### config.mk
export PLATFORM = sky130hd
export DESIGN_NAME = oled_frame_sequencer
export DESIGN_NICKNAME = d
export VERILOG_FILES = /design/src/rtl/oled_pkg.sv /design/src/rtl/oled_init_rom.sv /design/src/rtl/oled_frame_sequencer.sv
export SDC_FILE = /design/constraint.sdc
export NUM_CORES = 1
export LEC_CHECK = 0
export ABC_AREA = 1
export CORE_ASPECT_RATIO = 1.1
export CORE_MARGIN = 5
export CORE_UTILIZATION = 50
export DETAILED_ROUTE_END_ITERATION = 10
export PLACE_DENSITY = 0.84
export SYNTH_ARGS = -nofsm -noshare
export SYNTH_HDL_FRONTEND = slang
export SYNTH_HIERARCHICAL = 1
export SYNTH_SLANG_ARGS = --single-unit
### constraint.sdc
create_clock -name CLK -period 4.9 [get_ports CLK]
set_clock_uncertainty 0.2 [all_clocks]
set_input_delay 0.735 -clock CLK [delete_from_list [all_inputs] [get_ports CLK]]
set_output_delay 0.735 -clock CLK [all_outputs]
set_load 0.05 [all_outputs]
### src/rtl/oled_pkg.sv
// Shared constants and types for the SSD1306 frame sequencer and its init ROM.
package oled_pkg;

    localparam int unsigned MST_W      = 4;
    localparam int unsigned CMD_QW     = 5;
    localparam int unsigned DATA_QW    = 8;
    localparam int unsigned CMD_IDX_W  = 5;
    localparam int unsigned FB_AW      = 10;
    localparam int unsigned DLY_W      = 17;
    localparam int unsigned BYTE_W     = 8;
    localparam int unsigned ADDR_W     = 7;

    localparam int unsigned OLED_WIDTH    = 128;
    localparam int unsigned OLED_HEIGHT   = 64;
    localparam int unsigned OLED_FB_BYTES = OLED_WIDTH * OLED_HEIGHT / 8;
    localparam int unsigned OLED_INIT_LEN = 31;

    localparam logic [BYTE_W-1:0] CTRL_CMD  = 8'h80;
    localparam logic [BYTE_W-1:0] CTRL_DATA = 8'hC0;
    localparam logic [BYTE_W-1:0] ROM_NOP   = 8'hE3;

    // Encodings of the downstream I2C master's FSM
    typedef enum logic [MST_W-1:0] {
        M_IDLE          = 4'd0,
        M_START         = 4'd1,
        M_WRITE_CONTROL = 4'd3,
        M_WRITE_COMMAND = 4'd4,
        M_WRITE_DATA    = 4'd5,
        M_ACK           = 4'd7,
        M_STOP          = 4'd8
    } mst_state_e;

    typedef enum logic [2:0] {
        SEQ_PWR_WAIT,
        SEQ_REQ,
        SEQ_INIT,
        SEQ_DATA,
        SEQ_FAULT
    } seq_state_e;

endpackage

### src/rtl/oled_init_rom.sv
// SSD1306 power-up command list; indices past the list return a NOP command.
module oled_init_rom
    import oled_pkg::*;
(
    input  logic [CMD_IDX_W-1:0] idx,
    output logic [BYTE_W-1:0]    cmd_c
);

    always_comb begin
        cmd_c = ROM_NOP;
        case (idx)
            5'd0:    cmd_c = 8'hAE;
            5'd1:    cmd_c = 8'hD5;
            5'd2:    cmd_c = 8'h80;
            5'd3:    cmd_c = 8'hA8;
            5'd4:    cmd_c = 8'h3F;
            5'd5:    cmd_c = 8'hD3;
            5'd6:    cmd_c = 8'h00;
            5'd7:    cmd_c = 8'h40;
            5'd8:    cmd_c = 8'h8D;
            5'd9:    cmd_c = 8'h14;
            5'd10:   cmd_c = 8'h20;
            5'd11:   cmd_c = 8'h00;
            5'd12:   cmd_c = 8'hA1;
            5'd13:   cmd_c = 8'hC8;
            5'd14:   cmd_c = 8'hDA;
            5'd15:   cmd_c = 8'h12;
            5'd16:   cmd_c = 8'h81;
            5'd17:   cmd_c = 8'hCF;
            5'd18:   cmd_c = 8'hD9;
            5'd19:   cmd_c = 8'hF1;
            5'd20:   cmd_c = 8'hDB;
            5'd21:   cmd_c = 8'h40;
            5'd22:   cmd_c = 8'hA4;
            5'd23:   cmd_c = 8'hA6;
            5'd24:   cmd_c = 8'h21;
            5'd25:   cmd_c = 8'h00;
            5'd26:   cmd_c = 8'h7F;
            5'd27:   cmd_c = 8'h22;
            5'd28:   cmd_c = 8'h00;
            5'd29:   cmd_c = 8'h07;
            5'd30:   cmd_c = 8'hAF;
            default: cmd_c = ROM_NOP;
        endcase
    end

endmodule

### src/rtl/oled_frame_sequencer.sv
// Byte source for the SSD1306 I2C master: power-up wait, init command list,
// then a continuously wrapping framebuffer stream, paced by the master's pointers.
module oled_frame_sequencer
    import oled_pkg::*;
#(
    parameter logic [ADDR_W-1:0] SLAVE_ADDR  = 7'h3C,
    parameter int unsigned       PWR_DELAY   = 100000,
    parameter int unsigned       RETRY_DELAY = 50000,
    parameter int unsigned       FB_BYTES    = OLED_FB_BYTES,
    parameter int unsigned       INIT_LEN    = OLED_INIT_LEN
) (
    input  logic                 CLK,
    input  logic                 NRST,
    input  logic [MST_W-1:0]     m_state,
    input  logic [CMD_QW-1:0]    m_command_queue,
    input  logic [DATA_QW-1:0]   m_data_queue,
    output logic                 start_n,
    output logic [ADDR_W-1:0]    slave_addr,
    output logic                 read_write,
    output logic [BYTE_W-1:0]    control_frame,
    output logic [BYTE_W-1:0]    cmd_byte,
    output logic [BYTE_W-1:0]    data_byte,
    output logic [FB_AW-1:0]     fb_addr,
    input  logic [BYTE_W-1:0]    fb_data,
    output logic                 init_done,
    output logic                 frame_done,
    output logic                 fault
);

    localparam logic [DLY_W-1:0]     PWR_LAST   = DLY_W'(PWR_DELAY - 1);
    localparam logic [DLY_W-1:0]     RETRY_LAST = DLY_W'(RETRY_DELAY - 1);
    localparam logic [FB_AW-1:0]     FB_LAST    = FB_AW'(FB_BYTES - 1);
    localparam logic [CMD_IDX_W-1:0] INIT_LAST  = CMD_IDX_W'(INIT_LEN - 1);

    seq_state_e             state, state_nxt;
    logic [DLY_W-1:0]       dly_cnt, dly_cnt_nxt;
    logic [CMD_IDX_W-1:0]   cmd_idx, cmd_idx_nxt;
    logic [FB_AW-1:0]       fb_addr_nxt;
    logic                   init_done_nxt, frame_done_nxt, fault_nxt, start_n_nxt;
    logic [BYTE_W-1:0]      control_frame_nxt;
    logic [CMD_QW-1:0]      prev_cmd_q;
    logic [DATA_QW-1:0]     prev_data_q;
    logic                   idle_d;
    logic                   cmd_adv, data_adv, mst_idle, mst_hung;

    assign slave_addr = SLAVE_ADDR;
    assign read_write = 1'b0;
    assign data_byte  = fb_data;

    oled_init_rom u_rom (
        .idx   (cmd_idx),
        .cmd_c (cmd_byte)
    );

    // Any pointer change is one consumed byte, including the counter wrap
    assign cmd_adv  = (m_command_queue != prev_cmd_q);
    assign data_adv = (m_data_queue != prev_data_q);
    assign mst_idle = (m_state == M_IDLE);
    // Master sitting in IDLE for two cycles means it abandoned the transfer
    assign mst_hung = mst_idle && idle_d;

    always_ff @(posedge CLK) begin
        if (!NRST) begin
            state         <= SEQ_PWR_WAIT;
            dly_cnt       <= '0;
            cmd_idx       <= '0;
            fb_addr       <= '0;
            init_done     <= 1'b0;
            frame_done    <= 1'b0;
            fault         <= 1'b0;
            start_n       <= 1'b1;
            control_frame <= CTRL_CMD;
            idle_d        <= 1'b0;
        end else begin
            state         <= state_nxt;
            dly_cnt       <= dly_cnt_nxt;
            cmd_idx       <= cmd_idx_nxt;
            fb_addr       <= fb_addr_nxt;
            init_done     <= init_done_nxt;
            frame_done    <= frame_done_nxt;
            fault         <= fault_nxt;
            start_n       <= start_n_nxt;
            control_frame <= control_frame_nxt;
            idle_d        <= mst_idle;
        end
        prev_cmd_q  <= m_command_queue;
        prev_data_q <= m_data_queue;
    end

    always_comb begin
        state_nxt      = state;
        cmd_idx_nxt    = cmd_idx;
        fb_addr_nxt    = fb_addr;
        init_done_nxt  = init_done;
        frame_done_nxt = 1'b0;
        dly_cnt_nxt    = dly_cnt;

        case (state)
            SEQ_PWR_WAIT: if (dly_cnt == PWR_LAST) state_nxt = SEQ_REQ;
            SEQ_REQ:      if (!mst_idle) state_nxt = SEQ_INIT;
            SEQ_INIT: begin
                if (mst_hung) begin
                    state_nxt = SEQ_FAULT;
                end else if (cmd_adv) begin
                    if (cmd_idx == INIT_LAST) begin
                        init_done_nxt = 1'b1;
                        fb_addr_nxt   = '0;
                        state_nxt     = SEQ_DATA;
                    end else begin
                        cmd_idx_nxt = cmd_idx + CMD_IDX_W'(1);
                    end
                end
            end
            SEQ_DATA: begin
                if (mst_hung) begin
                    state_nxt = SEQ_FAULT;
                end else if (data_adv) begin
                    if (fb_addr == FB_LAST) begin
                        fb_addr_nxt    = '0;
                        frame_done_nxt = 1'b1;
                    end else begin
                        fb_addr_nxt = fb_addr + FB_AW'(1);
                    end
                end
            end
            SEQ_FAULT:    if (dly_cnt == RETRY_LAST) state_nxt = SEQ_REQ;
            default:      state_nxt = SEQ_PWR_WAIT;
        endcase

        if (state_nxt == SEQ_FAULT) begin
            cmd_idx_nxt   = '0;
            fb_addr_nxt   = '0;
            init_done_nxt = 1'b0;
        end

        // Delay counter restarts on every state change and saturates at its limit
        if (state_nxt != state) begin
            dly_cnt_nxt = '0;
        end else if ((state == SEQ_PWR_WAIT && dly_cnt != PWR_LAST) ||
                     (state == SEQ_FAULT && dly_cnt != RETRY_LAST)) begin
            dly_cnt_nxt = dly_cnt + DLY_W'(1);
        end

        start_n_nxt       = (state_nxt != SEQ_REQ);
        fault_nxt         = (state_nxt == SEQ_FAULT);
        control_frame_nxt = (state_nxt == SEQ_DATA) ? CTRL_DATA : CTRL_CMD;
    end

endmodule

==> results.md <==
* Sequence of cells on the critical path: inv_2, ha_1, nand2_1, nand2_1, nand2_1, nand2_1, nand2_1, nand2_1, clkdlybuf4s50_1
* Vias after detailed routing at 3,417
* Final Power at 822 µW
* Post-CTS resize count at 0
* H-tree depth at 2
* CTS Hold Buffers Added at 0
* Floorplan row count at 33
* Synth area leader: dfxtp_1
* Min-Delay Path Class: flop to flop
* Crit Path Max Fanout at 10
* Outcome: finished, final reports clean
* Ranking of synthesized cells by area: dfxtp_1 29%, nand2_1 16%, nand3_1 7.3%
* Cells on worst reg2reg path at 9
* Sink Count at 54
* Routed WL per cell at 11.1 µm
* Die Wd at 92.7 µm
* Nets at 639
* CP delay by family, top: buffers and inverters
* Iter 0 DRT Violations at 119
* End of the critical path: cmd_byte[2]
* Antenna cell count at 0
* GRT met1 Usage at 19.5%
* FF-to-FF setup slack at 2330 ps
* Clk slew on worst S/H paths at 90 ps
* Post-Syn Area at 3760 µm²
* Die area at 9360 µm²
* CP Launch Type: flop
* Reg2reg start: dly_cnt[0]
* Post-DP HPWL at 5800 µm
* Leak at 1.71 nW
* Total CTS buffers at 5
* DRT Wirelength at 7630 µm
* DIE HEIGHT at 101 µm
* Crit path buf inv count at 2
* Layout cells sized above 1 at 11.5%
* RePlAce Congestion at 0.921
* Synth unique cells at 37
* Count leader, synth: nand2_1
* CP peak stage delay at 790 ps
* Clock latency at the later pin of the worst-skew pair at 300 ps
* Final Cycle Share at 73.1%
* Hold Violations, Final at 0
* DRC violations left at 0
* CP arrival at 2650 ps
* IO Pins at 73
* Post-route minimum period at 3580 ps
* Initial Util at 50.9%
* CP Class: flop to output port
* # port buffers at 41
* Worst r2r dst: dly_cnt[2]
* Gr busiest metal: met2
* Crit path depth at 9
* Core area at 7390 µm²
* Largest net degree at the start of global routing at 32
* Crit path launch: cmd_idx[1]
* RSZ-0062 raised after global routing: false
* Hold slack at 330 ps
* First-pass iteration count of the detailed router at 4
* Power Density at 197 nW/µm²
* Fin. max-slew vios at 0
* Gr usage total at 16.6%
* Total grt overflow at 0
* Vias in the first global route at 3,108
* Post-CTS Setup Inserts at 0
* Async SR Flop Fraction at 0%
* Worst Path Required at 3960 ps
* Mean Syn Cell Area at 6.54 µm²
* Worst IR drop on VDD at 0.130 mV
* Design area at 4170 µm²
* Root buf cell: clkbuf_8
* Initial antenna violation count at 0
* Worst path slowest cell: clkdlybuf4s50_1
* Placed inst area at 4060 µm²
* Tightest Pin Transition at 917 ps
* Synthesis-stage register bit count at 54
* # setup viols final at 0
* Met2 global-route usage at 31.6%
* Synth Flop Type: dfxtp_1
* Top-area cell type share of the netlist area at 28.7%
* First-pass GRT wire length at 13,100 µm
* Clk buf depth at 2
* GR Util met3 at 2.46%
* Max-slew headroom at 38.7%
* CTS tree: yes
* CP most frequent cell: nand2_1
* Fmax at 279 MHz
* Synth top cells by count: 161 x nand2_1, 62 x inv_1, 57 x nor2_1
* Syn. warnings at 6
* TNS Setup at 0 ps
* Vias per cell at 4.97
* MaxCap Viol Count at 0
* Cells after Synth at 575
* Final ANT Viol Nets at 0
* EDFF count, synth at 0
* Layout area overhead at 10.8%
* Setup crit end kind: output port
* Seq/Total Area, Yosys at 28.7%
## worst min-delay path: cells and delay by family, from the launching register on
kind,cells,cell delay [ps]
simple gates,1,90
flops,1,370
compound gates,1,50
## layer usage
layer | wire, µm | up-vias
met2 | 3930 | 72
met5 | 0 | -
met4 | 44 | 0
li1 | - | 1805
met3 | 336 | 4
met1 | 3310 | 1536
## cells by family after synthesis
family	Yosys count	synth area share, %
compound gates	40	6.49
xor+xnor	23	5.36
fa+ha+maj	11	3.66
buf+inv	107	14.4
flops	54	28.7
other cells	2	0.200
simple gates	338	41.2
## cells in the final DEF (no fill, tap or decap)
cell             instances
a21oi_1                 10
a21oi_2                  8
a31o_2                   1
a31oi_1                  1
and2_1                   1
bufinv_16                1
clkbuf_8                 5
clkdlybuf4s50_1         41
clkinv_4                 1
conb_1                  15
dfxtp_1                 54
ha_1                    11
inv_1                   62
inv_2                   10
nand2_1                161
nand2_2                 10
nand2_4                  3
nand3_1                 55
nand3_2                  5
nand3_4                  1
nand3b_1                 2
nand4_1                  6
nor2_1                  57
nor2_2                  20
nor2_4                   1
nor2b_1                  1
nor3_1                   9
nor3_2                   1
nor3b_1                  3
nor4_1                   1
o21ai_0                  8
o21ai_1                  9
o21ai_2                  1
o21bai_1                 2
or2_2                    1
xnor2_1                 10
xor2_1                  13
## flip-flops by register name, summed over array words and instances, names as in the netlist
register	cells
control_frame	1
fb_addr	10
prev_cmd_q	5
frame_done	1
cmd_idx	5
fault	1
init_done	1
state	3
dly_cnt	17
idle_d	1
start_n	1
prev_data_q	8
## layout make-up
type                       instances  area (µm²)
tap                               87         109
sequential                        54        1080
clock inverter                     2        38.8
inverter                          72         270
timing repair buffer              41         410
fill                             692        3220
clock buffer                       5        68.8
multi-input combinational        427        2190
## per-stage QoR
step / setup WS, ps / instances / utilization [%]
final: 1320 / 688 / 56.4
after detailed placement: 1660 / 681 / 54.9
after global placement: 1730 / 681 / 54.9
after CTS: 1320 / 688 / 56.4
after floorplan: 2270 / 588 / -
after global routing: 1120 / 688 / 56.4
## power breakdown
group          switching [mW]  total [mW]  internal (mW)  leakage (nW)
logic                  0.0499      0.0759         0.0260          1.21
clock network           0.144       0.295          0.151        0.0542
registers             0.00463       0.451          0.447         0.440
## worst min-delay path by stage
stage                           from  cells past startpoint         end
final                      init_done                      2   init_done
after global routing      fb_addr[2]                      2  fb_addr[2]
after CTS                 fb_addr[1]                      2  fb_addr[1]
after detailed placement  fb_addr[1]                      2  fb_addr[1]
after global placement    fb_addr[2]                      2  fb_addr[2]
after floorplan           cmd_idx[4]                      2  cmd_idx[4]
Note: power is estimated with default switching activity, not from simulation.
